$ cat src/rtl/rle_decoder_if.sv
// Stream interface for the run-length decoder: an input stream of
// (value, count) pairs and an output stream of expanded samples.
interface rle_decoder_if #(
    parameter int DATA_W = 13,
    parameter int CNT_W  = 8
);
    logic                     in_valid;
    logic                     in_ready;
    logic signed [DATA_W-1:0] in_value;
    logic        [CNT_W-1:0]  in_count;
    logic                     out_valid;
    logic                     out_ready;
    logic signed [DATA_W-1:0] out_data;
    logic                     out_last;

    // Producer of pairs / consumer of samples.
    modport master (
        output in_valid, in_value, in_count, out_ready,
        input  in_ready, out_valid, out_data, out_last
    );

    // The decoder itself.
    modport slave (
        input  in_valid, in_value, in_count, out_ready,
        output in_ready, out_valid, out_data, out_last
    );
endinterface

$ cat src/rtl/rle_decoder.sv
// Run-length decoder: buffers (value, count) pairs in a small FIFO and
// expands each pair into 'count' copies of 'value', one sample per cycle.
// The next pair is popped on the same edge that retires the last sample
// of the current run, so back-to-back runs stream without bubbles.
module rle_decoder #(
    parameter int DATA_W     = 13,
    parameter int CNT_W      = 8,
    parameter int FIFO_DEPTH = 4
) (
    input  logic              clk,
    input  logic              rst_n,
    rle_decoder_if.slave      bus,
    output logic              busy,
    output logic              err_zero_cnt
);

    localparam int PTR_W = $clog2(FIFO_DEPTH);
    localparam int OCC_W = PTR_W + 1;

    typedef enum logic {
        S_IDLE,
        S_EXPAND
    } state_e;

    // Pair FIFO storage and bookkeeping.
    logic signed [DATA_W-1:0] r_fifo_value [FIFO_DEPTH];
    logic        [CNT_W-1:0]  r_fifo_count [FIFO_DEPTH];
    logic        [PTR_W-1:0]  r_wr_ptr;
    logic        [PTR_W-1:0]  r_rd_ptr;
    logic        [OCC_W-1:0]  r_occ;

    // Expander state.
    state_e                   r_state;
    state_e                   w_state_next;
    logic signed [DATA_W-1:0] r_value;
    logic        [CNT_W-1:0]  r_remaining;
    logic                     r_err_zero_cnt;

    logic                     w_full;
    logic                     w_empty;
    logic                     w_push;
    logic                     w_pop;
    logic                     w_load;
    logic                     w_fire;
    logic                     w_run_end;
    logic                     w_zero_pop;
    logic signed [DATA_W-1:0] w_head_value;
    logic        [CNT_W-1:0]  w_head_count;

    assign w_full       = (r_occ == OCC_W'(FIFO_DEPTH));
    assign w_empty      = (r_occ == '0);
    // Ready depends on occupancy alone: a full FIFO never accepts, even
    // if a pop happens on the same edge.
    assign w_push       = bus.in_valid & ~w_full;
    assign w_head_value = r_fifo_value[r_rd_ptr];
    assign w_head_count = r_fifo_count[r_rd_ptr];
    assign w_fire       = (r_state == S_EXPAND) & bus.out_ready;
    assign w_run_end    = w_fire & (r_remaining == CNT_W'(1));
    assign w_zero_pop   = w_pop & (w_head_count == '0);

    // Write incoming pairs into the FIFO storage.
    // NOTE: the storage array has no reset; stale entries are never read
    // because the pointers and occupancy are reset, and leaving it out
    // keeps the array mappable to plain RAM/flops without reset muxes.
    always_ff @(posedge clk) begin
        if (w_push) begin
            r_fifo_value[r_wr_ptr] <= bus.in_value;
            r_fifo_count[r_wr_ptr] <= bus.in_count;
        end
    end

    // Advance FIFO pointers and occupancy on push/pop.
    // NOTE: state is updated with non-blocking assignments so every flop
    // samples the pre-edge values, independent of statement order.
    always_ff @(posedge clk or negedge rst_n) begin
        if (!rst_n) begin
            r_wr_ptr <= '0;
            r_rd_ptr <= '0;
            r_occ    <= '0;
        end else begin
            if (w_push) r_wr_ptr <= r_wr_ptr + PTR_W'(1);
            if (w_pop)  r_rd_ptr <= r_rd_ptr + PTR_W'(1);
            case ({w_push, w_pop})
                2'b10:   r_occ <= r_occ + OCC_W'(1);
                2'b01:   r_occ <= r_occ - OCC_W'(1);
                default: r_occ <= r_occ;
            endcase
        end
    end

    // Expander state register.
    always_ff @(posedge clk or negedge rst_n) begin
        if (!rst_n) r_state <= S_IDLE;
        else        r_state <= w_state_next;
    end

    // Next-state logic: decide when to pop the FIFO and load a new run.
    // NOTE: every signal driven here gets a default first, so no path
    // leaves it unassigned and no latch is inferred.
    always_comb begin
        w_state_next = r_state;
        w_pop        = 1'b0;
        w_load       = 1'b0;
        case (r_state)
            S_IDLE: begin
                if (!w_empty) begin
                    w_pop = 1'b1;
                    if (w_head_count != '0) begin
                        w_load       = 1'b1;
                        w_state_next = S_EXPAND;
                    end
                end
            end
            S_EXPAND: begin
                if (w_run_end) begin
                    if (!w_empty) begin
                        w_pop = 1'b1;
                        if (w_head_count != '0) w_load       = 1'b1;
                        else                    w_state_next = S_IDLE;
                    end else begin
                        w_state_next = S_IDLE;
                    end
                end
            end
            default: w_state_next = S_IDLE;
        endcase
    end

    // Run datapath: load a new run, count it down, flag zero-count pairs.
    always_ff @(posedge clk or negedge rst_n) begin
        if (!rst_n) begin
            r_value        <= '0;
            r_remaining    <= '0;
            r_err_zero_cnt <= 1'b0;
        end else begin
            if (w_load) begin
                r_value     <= w_head_value;
                r_remaining <= w_head_count;
            end else if (w_run_end) begin
                r_remaining <= '0;
            end else if (w_fire && (r_remaining > CNT_W'(1))) begin
                r_remaining <= r_remaining - CNT_W'(1);
            end
            if (w_zero_pop) r_err_zero_cnt <= 1'b1;
        end
    end

    assign bus.in_ready  = ~w_full;
    assign bus.out_valid = (r_state == S_EXPAND);
    assign bus.out_data  = r_value;
    assign bus.out_last  = (r_state == S_EXPAND) & (r_remaining == CNT_W'(1));
    assign busy          = (r_state == S_EXPAND) | ~w_empty;
    assign err_zero_cnt  = r_err_zero_cnt;

endmodule

$ cat src/flat_wrapper.sv
// flat-port wrapper written by rule: the top's interface ports become plain ports
module rle_decoder_flat 
#(
    parameter int DATA_W     = 13,
    parameter int CNT_W      = 8,
    parameter int FIFO_DEPTH = 4
)
  (clk, rst_n, busy, err_zero_cnt, bus_in_valid, bus_in_value, bus_in_count, bus_out_ready, bus_in_ready, bus_out_valid, bus_out_data, bus_out_last);
  rle_decoder_if #(.DATA_W(DATA_W), .CNT_W(CNT_W)) bus_i ();
  input  logic clk;
  input  logic rst_n;
  output logic busy;
  output logic err_zero_cnt;
  input wire logic [$bits(bus_i.in_valid)-1:0] bus_in_valid;
  input wire logic [$bits(bus_i.in_value)-1:0] bus_in_value;
  input wire logic [$bits(bus_i.in_count)-1:0] bus_in_count;
  input wire logic [$bits(bus_i.out_ready)-1:0] bus_out_ready;
  output wire logic [$bits(bus_i.in_ready)-1:0] bus_in_ready;
  output wire logic [$bits(bus_i.out_valid)-1:0] bus_out_valid;
  output wire logic [$bits(bus_i.out_data)-1:0] bus_out_data;
  output wire logic [$bits(bus_i.out_last)-1:0] bus_out_last;
  assign bus_i.in_valid = bus_in_valid;
  assign bus_i.in_value = bus_in_value;
  assign bus_i.in_count = bus_in_count;
  assign bus_i.out_ready = bus_out_ready;
  assign bus_in_ready = bus_i.in_ready;
  assign bus_out_valid = bus_i.out_valid;
  assign bus_out_data = bus_i.out_data;
  assign bus_out_last = bus_i.out_last;
  rle_decoder #(.DATA_W(DATA_W), .CNT_W(CNT_W), .FIFO_DEPTH(FIFO_DEPTH)) u_core (.clk(clk), .rst_n(rst_n), .bus(bus_i), .busy(busy), .err_zero_cnt(err_zero_cnt));
endmodule
$ cat config.mk
export PLATFORM = sky130hd
export DESIGN_NAME = rle_decoder_flat
export DESIGN_NICKNAME = d
export VERILOG_FILES = /design/src/rtl/rle_decoder_if.sv /design/src/rtl/rle_decoder.sv /design/src/flat_wrapper.sv
export SDC_FILE = /design/constraint.sdc
export NUM_CORES = 1
export LEC_CHECK = 0
export CORE_MARGIN = 8
export CORE_UTILIZATION = 50
export CTS_CLUSTER_SIZE = 28
export DETAILED_ROUTE_END_ITERATION = 16
export GPL_TIMING_DRIVEN = 0
export MAX_ROUTING_LAYER = met4
export PLACE_DENSITY = 0.8
export SLEW_MARGIN = 5
export SYNTH_ARGS = -nofsm -noshare
export SYNTH_HDL_FRONTEND = slang
export SYNTH_SLANG_ARGS = --single-unit
$ cat constraint.sdc
create_clock -name clk -period 6.1 [get_ports clk]
set_input_delay 1.22 -clock clk [delete_from_list [all_inputs] [get_ports clk]]
set_output_delay 1.22 -clock clk [all_outputs]
set_load 0.02 [all_outputs]
* After elaboration in Yosys (flattened, before gate mapping)
Memories as Yosys holds them, arrays and structs flattened. A register that Yosys moved wholly into a read port is not among the register bits. Cells that the tools add are included.
Cells by class: add/subtract/negate cells 5, $lt $le $gt $ge 1, equality and inequality tests 4, muxes and demuxes 15, bitwise logic cells 9, reduce and logical (&&, ||, !) cells 7
Operators by type and width (number):
- $mux 8 | 3
- $eq 8x1->1 const B | 1
- $gt 8x1->1 const B | 1
- $logic_not 8->1 | 1
- $mux 1 | 8
- $reduce_bool 8->1 | 1
- $sub 8x1->8 const B | 1
- $pmux 1 s2 | 3
- $pmux 3 s2 | 1
- $and 1x1->1 | 5
- $add 2x1->2 const B | 2
- $add 3x1->3 const B | 1
- $eq 3x3->1 const B | 1
- $logic_not 3->1 | 1
- $not 1->1 | 3
- $reduce_bool 3->1 | 1
- $sub 3x1->3 const B | 1
- $eq 2x1->1 const B | 1
- $eq 2x2->1 const B | 1
- $reduce_bool 2->1 | 1
- $logic_and 1x1->1 | 1
- $logic_not 1->1 | 1
- $or 1x1->1 | 1
Word-level totals: register bits after elaboration 17, memory bits (writable) 84, output and inout bits 18, logic and storage cells 49, memories kept 2
Memory list:
- u_core.r_fifo_value | words 4, width 13, rd ports 1, clocked after Yosys merged registers in 1, wr ports 1, line rle_decoder.sv:26 | logic signed [DATA_W-1:0] r_fifo_value [FIFO_DEPTH];
- u_core.r_fifo_count | words 4, width 8, rd ports 1, clocked after Yosys merged registers in 0, wr ports 1, line rle_decoder.sv:27 | logic [CNT_W-1:0] r_fifo_count [FIFO_DEPTH];

* Logic depth before layout (Yosys ltp)
Gate-level depths: netlist (run 1). An unclocked memory read counts as a cell.
word-level depth 7, depth in mapped cells 11, depth with buffers taken out 11

* Least setup slack after synthesis (run 1)
No wires, ideal clock.
path type input to register, from input bus_out_ready, to register u_core.r_occ[2], arrival time 2.793 ns, path slack 3.227 ns, stages 8, path buffers 0, cell sequence a31oi_1 nor2_1 ha_1 inv_1 fa_1 xor2_1 nor2_1 xor2_1
On the way: longest elaborated chain between the ends 6, elaborated cells on any way between the ends 8
RTL lines:
- from (decl) | line flat_wrapper.sv:17 | input wire logic [$bits(bus_i.out_ready)-1:0] bus_out_ready;
- $and 1x1->1 * | line rle_decoder.sv:57 | assign w_fire = (r_state == S_EXPAND) & bus.out_ready;
- $and 1x1->1 * | line rle_decoder.sv:58 | assign w_run_end = w_fire & (r_remaining == CNT_W'(1));
- $mux 1 * | line rle_decoder.sv:115 | if (w_run_end) begin
- $pmux 1 s2 * | line rle_decoder.sv:104 | case (r_state)
- net u_core.w_pop | line rle_decoder.sv:42 | logic w_pop;
- $eq 2x1->1 or $eq 2x2->1 (tied branches) | line rle_decoder.sv:83 | case ({w_push, w_pop})
- $pmux 3 s2 or $reduce_bool 2->1 (tied branches)
- to (signal assigned) | line rle_decoder.sv:84 | 2'b10: r_occ <= r_occ + OCC_W'(1);
- to (signal assigned) | line rle_decoder.sv:85 | 2'b01: r_occ <= r_occ - OCC_W'(1);
- to (signal assigned) | line rle_decoder.sv:86 | default: r_occ <= r_occ;
- to (decl) | line rle_decoder.sv:30 | logic [OCC_W-1:0] r_occ;
Mark *: on every way through the listed nets, which the timed path passes. The rest lies on a longest branch. A chain may end at the register's enable or synchronous reset.

* Worst setup path in the final report (run 1)
from register u_core.r_remaining[6], to output bus_out_last
On the way: longest elaborated chain between the ends 2
RTL lines:
- from (decl) | line rle_decoder.sv:36 | logic [CNT_W-1:0] r_remaining;
- from (signal assigned) | line rle_decoder.sv:138 | r_remaining <= w_head_count;
- from (signal assigned) | line rle_decoder.sv:142 | r_remaining <= r_remaining - CNT_W'(1);
- $eq 8x1->1 | line rle_decoder.sv:151 | assign bus.out_last = (r_state == S_EXPAND) & (r_remaining == CNT_W'(1));
- $and 1x1->1 | line rle_decoder.sv:151
- to (decl) | line flat_wrapper.sv:21 | output wire logic [$bits(bus_i.out_last)-1:0] bus_out_last;
No other way between the ends.

==> flow_summary.yaml, run 1 <==
run_status:
  status: "complete, no violations"
synth:
  syn_nets: 288
  yosys.area.top_type: "edfxtp_1"
  synth_compound_area_share_pct: 2.63
  netlist_area_um2: 4660
  synth.area.top_cells: "edfxtp_1 (54%), dfrtp_1 (16%), mux4_2 (10%)"
  ys_seq_area_share_pct: 70.3
  synth_mux_area_share_pct: 15.6
  synth_top_family_by_area: "multiplexers"
  synth-adder-area-share_pct: 2.31
  avgSynthCellArea_um2: 18.3
  synth_xor_area_share_pct: 1.32
  synth_top_area_share_pct: 54.2
  ys_types: 38
  syn_inst: 255
  synthSimpleGateAreaFrac_pct: 5.64
  synth_seq_cells: 114
  ys_warn_count: 0
routing:
  drc: 0
  drt_iter0_drc: 95
  drtPass1Iterations: 4
  drtAntennaViolNets: 0
  num_vias: 2432
  wl_per_cell_um: 19.8
  routed_wl_um: 8720
  vias_per_cell: 5.53
layout:
  nets: 349
  layout-drive-gt1-share_pct: 24.0
  layout_commonest_cell: "edfxtp_1"
  final_cell_mix: "edfxtp_1 (84), clkdlybuf4s50_1 (41), dfrtp_1 (30)"
  areaGrowthSynthToFinish_pct: 23.7
  num_antenna_cells: 0
  post-route-util_pct: 62.9
  final_cells: 440
setup_path:
  critPathKind: "flip-flop to primary output"
  worstPathArrival_ps: 2390
  path_max_fanout: 6
  path_cells: "or4_1 -> nor3_1 -> clkdlybuf4s50_1"
  critPathCaptureType: "primary output"
  cpPeakStageDelay_ps: 630
  critical_path.slowest_cell: "or4_1"
  crit_required_ps: 4880
  start_kind: "flip-flop"
floorplanning:
  io_pins: 43
  die_x_um: 112
  die-area_um2: 12700
  rows: 35
  coreArea_um2: 9150
  die_y_um: 112
  start_util_pct: 50.9
sta:
  tns_ps: 0
  layout_min_cycle_time_ps: 3610
  tightest_slew_ps: 1170
  finalHoldViolations: 0
  hold_slack_ps: 454
  rsz0062_at_grt: "false"
  period_share_pct: 59.1
  final_max_slew_viol_count: 0
  relSlewSlack_pct: 22.3
  finalClockSkew_ps: 8.45
  layout_setup_ws_ps: 2490
  fmax_mhz: 277
  setup_viol: 0
place:
  place_ws_ps: 2300
  gp_congestion: 0.783
  io_buffers: 42
  hpwl_um: 5370
  dp.cells: 408
global_route:
  grt_pass1_vias: 2706
  antenna_found_initial: 0
  grt_max_degree: 31
  grt_usage_pct: 15.2
  overflow: 0
  grt_pass1_wl_um: 13900
clock_tree:
  numCtsBuffers: 17
  clk_pin_slew_ps: 60
  h-tree-depth: 4
  cts-resized-gates: 0
  cts_tree: "done"
  cts_buffer_depth: 2
  cts_hold_buf: 0
  root_buffer: "clkbuf_8"
  cts_setup_buffers: 0
  clk_latency_ps: 510
  cts.sinks: 114
power:
  p_leak_uw: 0.00211
  cellPowerDensity_nw_per_um2: 472
  ir_worst_vdd_v: 0.000292
worst_hold_path:
  hp-class: "flip-flop to flip-flop"
job:
  cap_violations: 0
## final timing paths
path / slack (ps) / endpoint / start / cells after the start
setup / recovery: 2490 / bus_out_last / u_core.r_remaining[6]$_DFFE_PN0P_ / 3
hold / removal: 450 / u_core.err_zero_cnt$_DFFE_PN0P_ / u_core.err_zero_cnt$_DFFE_PN0P_ / 1
setup reg to reg: 2970 / u_core.r_occ[2]$_DFFE_PN0P_ / u_core.r_remaining[1]$_DFFE_PN0P_ / 11
hold reg to reg: 450 / u_core.err_zero_cnt$_DFFE_PN0P_ / u_core.err_zero_cnt$_DFFE_PN0P_ / 1
max in group asynchronous: 4860 / u_core.bus.out_data[9]$_DFFE_PN0P_ / rst_n / 1
min in group asynchronous: 770 / u_core.r_remaining[3]$_DFFE_PN0P_ / rst_n / 1
## cell families (layout without fill, tap and decap cells)
group	after synthesis	in the layout
compound gates	20	20
mux	39	39
simple gates	48	48
flops	114	114
buf+inv	19	93
xor+xnor	7	7
fa+ha+maj	8	8
## per-stage QoR
stage	power, uW	cell area [um2]
after floorplan	1600	4660
after global placement	1810	5220
after detailed placement	1840	5210
after CTS	2740	5760
after global routing	2840	5760
final	2720	5760
## layout make-up
| type | instances | area, um2 |
|---|---|---|
| fill | 644 | 3390 |
| sequential | 114 | 3270 |
| multi-input combinational | 122 | 1280 |
| timing repair buffer | 42 | 415 |
| clock buffer | 17 | 414 |
| tap | 111 | 139 |
| clock inverter | 15 | 134 |
| buffer | 9 | 63.8 |
| inverter | 10 | 37.5 |
## cell usage after synthesis
master and number:
a21o_1 2, a21oi_1 4, a22oi_1 1, a2bb2oi_1 1
a31oi_1 1, and2_1 2, and3_1 4, buf_1 2
buf_6 4, clkbuf_1 3, dfrtp_1 30, edfxtp_1 84
fa_1 1, ha_1 7, inv_1 10, mux2_1 2
mux2_2 1, mux2_4 14, mux2i_1 1, mux4_2 21
nand2_1 14, nand3_1 4, nor2_1 8, nor2_4 1
nor3_1 6, nor3_2 2, nor3b_1 1, nor4_1 1
o21ai_0 2, o21ai_1 5, o21bai_1 1, o31ai_1 3
or3b_1 1, or3b_2 1, or4_1 1, or4_4 2
xnor2_1 3, xor2_1 4
## critical path, delay by kind of cell, from the launching register on
family | cells | cell delay, ps
buf+inv | 1 | 630
flops | 1 | 430
simple gates | 2 | 830
## report_power, final
part | switching, uW | internal [uW] | total (uW)
Clock | 357 | 541 | 898
Sequential | 96.7 | 1040 | 1140
Combinational | 340 | 336 | 676
## flip-flops by register name, indices dropped and copies added, names as in the netlist
signal,flops
u_core.r_remaining,8
u_core.r_occ,3
u_core.r_wr_ptr,2
u_core.bus.out_valid,1
u_core.err_zero_cnt,1
u_core.r_fifo_count,32
u_core.r_rd_ptr,2
u_core.bus.out_data,13
u_core.r_fifo_value,52
## metal layers
layer / GRT usage (%) / routed length [um] / vias up
li1: - / - / 1109
met1: 17.1 / 3710 / 1248
met2: 24.7 / 4490 / 68
met3: 5.69 / 462 / 7
met4: 4.86 / 68 / 0
met5: - / 0 / -
Note: power is estimated with default switching activity, not from simulation.
==> run 2, diff against run 1 <==
PLACE_DENSITY = 0.83   (was 0.8)
clock period = 3 ns   (was 6.1 ns; I/O delays follow)
==> flow_summary.yaml, run 2 (synthesized netlist as in run 1, its figures left out) <==
run_status:
  status: "complete, no violations"
place:
  hpwl_um: 5470
  dp.cells: 408
  place_ws_ps: -179
  io_buffers: 42
  gp_congestion: 0.763
  placedInstanceArea_um2: 5210
clock_tree:
  numCtsBuffers: 17
  clk_latency_ps: 510
  cts_tree: "done"
  root_buffer: "clkbuf_8"
  cts_setup_buffers: 0
  clk_pin_slew_ps: 60
  h-tree-depth: 4
  cts_hold_buf: 0
  cts.sinks: 114
  cts_buffer_depth: 2
setup_path:
  worstPathArrival_ps: 3190
  critPathKind: "flip-flop to flip-flop"
  path_max_fanout: 10
  crit_required_ps: 3380
  start_kind: "flip-flop"
  critPathCaptureType: "flip-flop"
power:
  swShare_pct: 29.1
  combPwrFrac_pct: 24.7
  p_int_uw: 4000
  cellPowerDensity_nw_per_um2: 973
  ir_worst_vdd_v: 0.000601
  power.switching_uw: 1640
  seq_power_share_pct: 41.3
  p_leak_uw: 0.00210
  clkPwrFrac_pct: 34.0
global_route:
  top_usage_layer: "met2"
  use_met2_pct: 26.3
  grt_pass1_wl_um: 14400
  antenna_found_initial: 0
  grt_max_degree: 31
  grt_pass1_vias: 2775
  grtUsageMet3_pct: 5.74
  grt_usage_pct: 16.0
  overflow: 0
  grt_use_met1_pct: 17.3
routing:
  drtPass1Iterations: 4
  num_vias: 2448
  drc: 0
  routed_wl_um: 8920
  vias_per_cell: 5.56
  wl_per_cell_um: 20.3
  drtAntennaViolNets: 0
  drt_iter0_drc: 172
layout:
  final_cells: 440
  layout-drive-gt1-share_pct: 24.0
  fin_area_um2: 5790
  largest_register_ffs: 52
  num_antenna_cells: 0
  top_register: "u_core.r_fifo_value"
  nets: 349
  areaGrowthSynthToFinish_pct: 24.4
  layout_commonest_cell: "edfxtp_1"
  final_cell_mix: "edfxtp_1 (84), clkdlybuf4s50_1 (40), dfrtp_1 (30)"
sta:
  period_share_pct: 93.5
  final_max_slew_viol_count: 0
  finalHoldViolations: 0
  hold_slack_ps: 145
  setup_viol: 0
  layout_min_cycle_time_ps: 2810
  finalClockSkew_ps: 11.2
  rsz0062_at_grt: "false"
  relSlewSlack_pct: 24.1
  fmax_mhz: 357
  layout_setup_ws_ps: 195
  tightest_slew_ps: 1140
floorplanning:
  die-area_um2: 12700
  die_y_um: 112
  start_util_pct: 50.9
  coreArea_um2: 9150
  rows: 35
  io_pins: 43
  die_x_um: 112
worst_hold_path:
  hp-class: "primary input to async pin"
job:
  cap_violations: 0
run 2: cell count changes in the layout (fill, tap and decap cells not counted):
cell,before,now
clkinv_2,4,0
dlygate4sd2_1,0,1
clkinvlp_4,3,7
bufinv_16,1,2
nor2_1,8,7
clkinv_4,4,2
clkdlybuf4s50_1,41,40
clkbuf_1,3,4
nor2_4,1,2
run 2: what timing repair did:
item	in CTS	in global routing
gates resized for setup	2	1
endpoints found under the hold margin	0	0
endpoints found under the setup margin	2	1
run 2: worst paths after layout:
kind	from	endpoint	slack, ps	cells past startpoint
worst max register to register	u_core.r_rd_ptr[1]$_DFFE_PN0P_	u_core.r_remaining[2]$_DFFE_PN0P_	190	7
worst min-delay path	rst_n	u_core.r_occ[2]$_DFFE_PN0P_	140	1
max in group asynchronous	rst_n	u_core.r_remaining[2]$_DFFE_PN0P_	2380	1
worst max-delay path	u_core.r_rd_ptr[1]$_DFFE_PN0P_	u_core.r_remaining[2]$_DFFE_PN0P_	190	7
worst min register to register	u_core.err_zero_cnt$_DFFE_PN0P_	u_core.err_zero_cnt$_DFFE_PN0P_	470	1
min in group clk	u_core.err_zero_cnt$_DFFE_PN0P_	u_core.err_zero_cnt$_DFFE_PN0P_	470	1
run 2: stage by stage:
step | utilization [%] | total power (uW) | TNS [ps]
global route | 63.3 | 5890 | 0
floorplan | - | 3250 | 0
global placement | 57.0 | 3670 | -26.3
CTS | 63.2 | 5690 | 0
detailed placement | 56.9 | 3740 | -179
finish | 63.3 | 5640 | 0
run 2: cell type report:
cell class	instances	area [um2]
buffer	9	63.8
sequential	114	3270
fill	606	3360
clock inverter	14	156
inverter	10	37.5
timing repair buffer	42	414
tap	111	139
multi-input combinational	122	1290
clock buffer	18	418
run 2: worst max-delay path: stages, from the launching register on:
cell and delay [ps]:
dfrtp_1 440, buf_1 520, mux4_2 440, or4_4 510, nor2_4 160, nor3_2 90
buf_6 200, mux2_4 300
run 2: layer usage:
layer  wire, um  vias to the layer above
met2       4730                       77
met1       3640                     1243
met4         97                        0
met5          0                        -
li1           -                     1120
met3        442                        8
run 2: power groups by stage:
stage,sequential (uW),combinational [uW],clock [uW]
2_1_floorplan,2380,874,0
3_3_place_gp,2320,1350,0
3_5_place_dp,2340,1400,0
4_1_cts,2330,1420,1940
5_1_grt,2370,1520,2010
6_report,2330,1390,1920
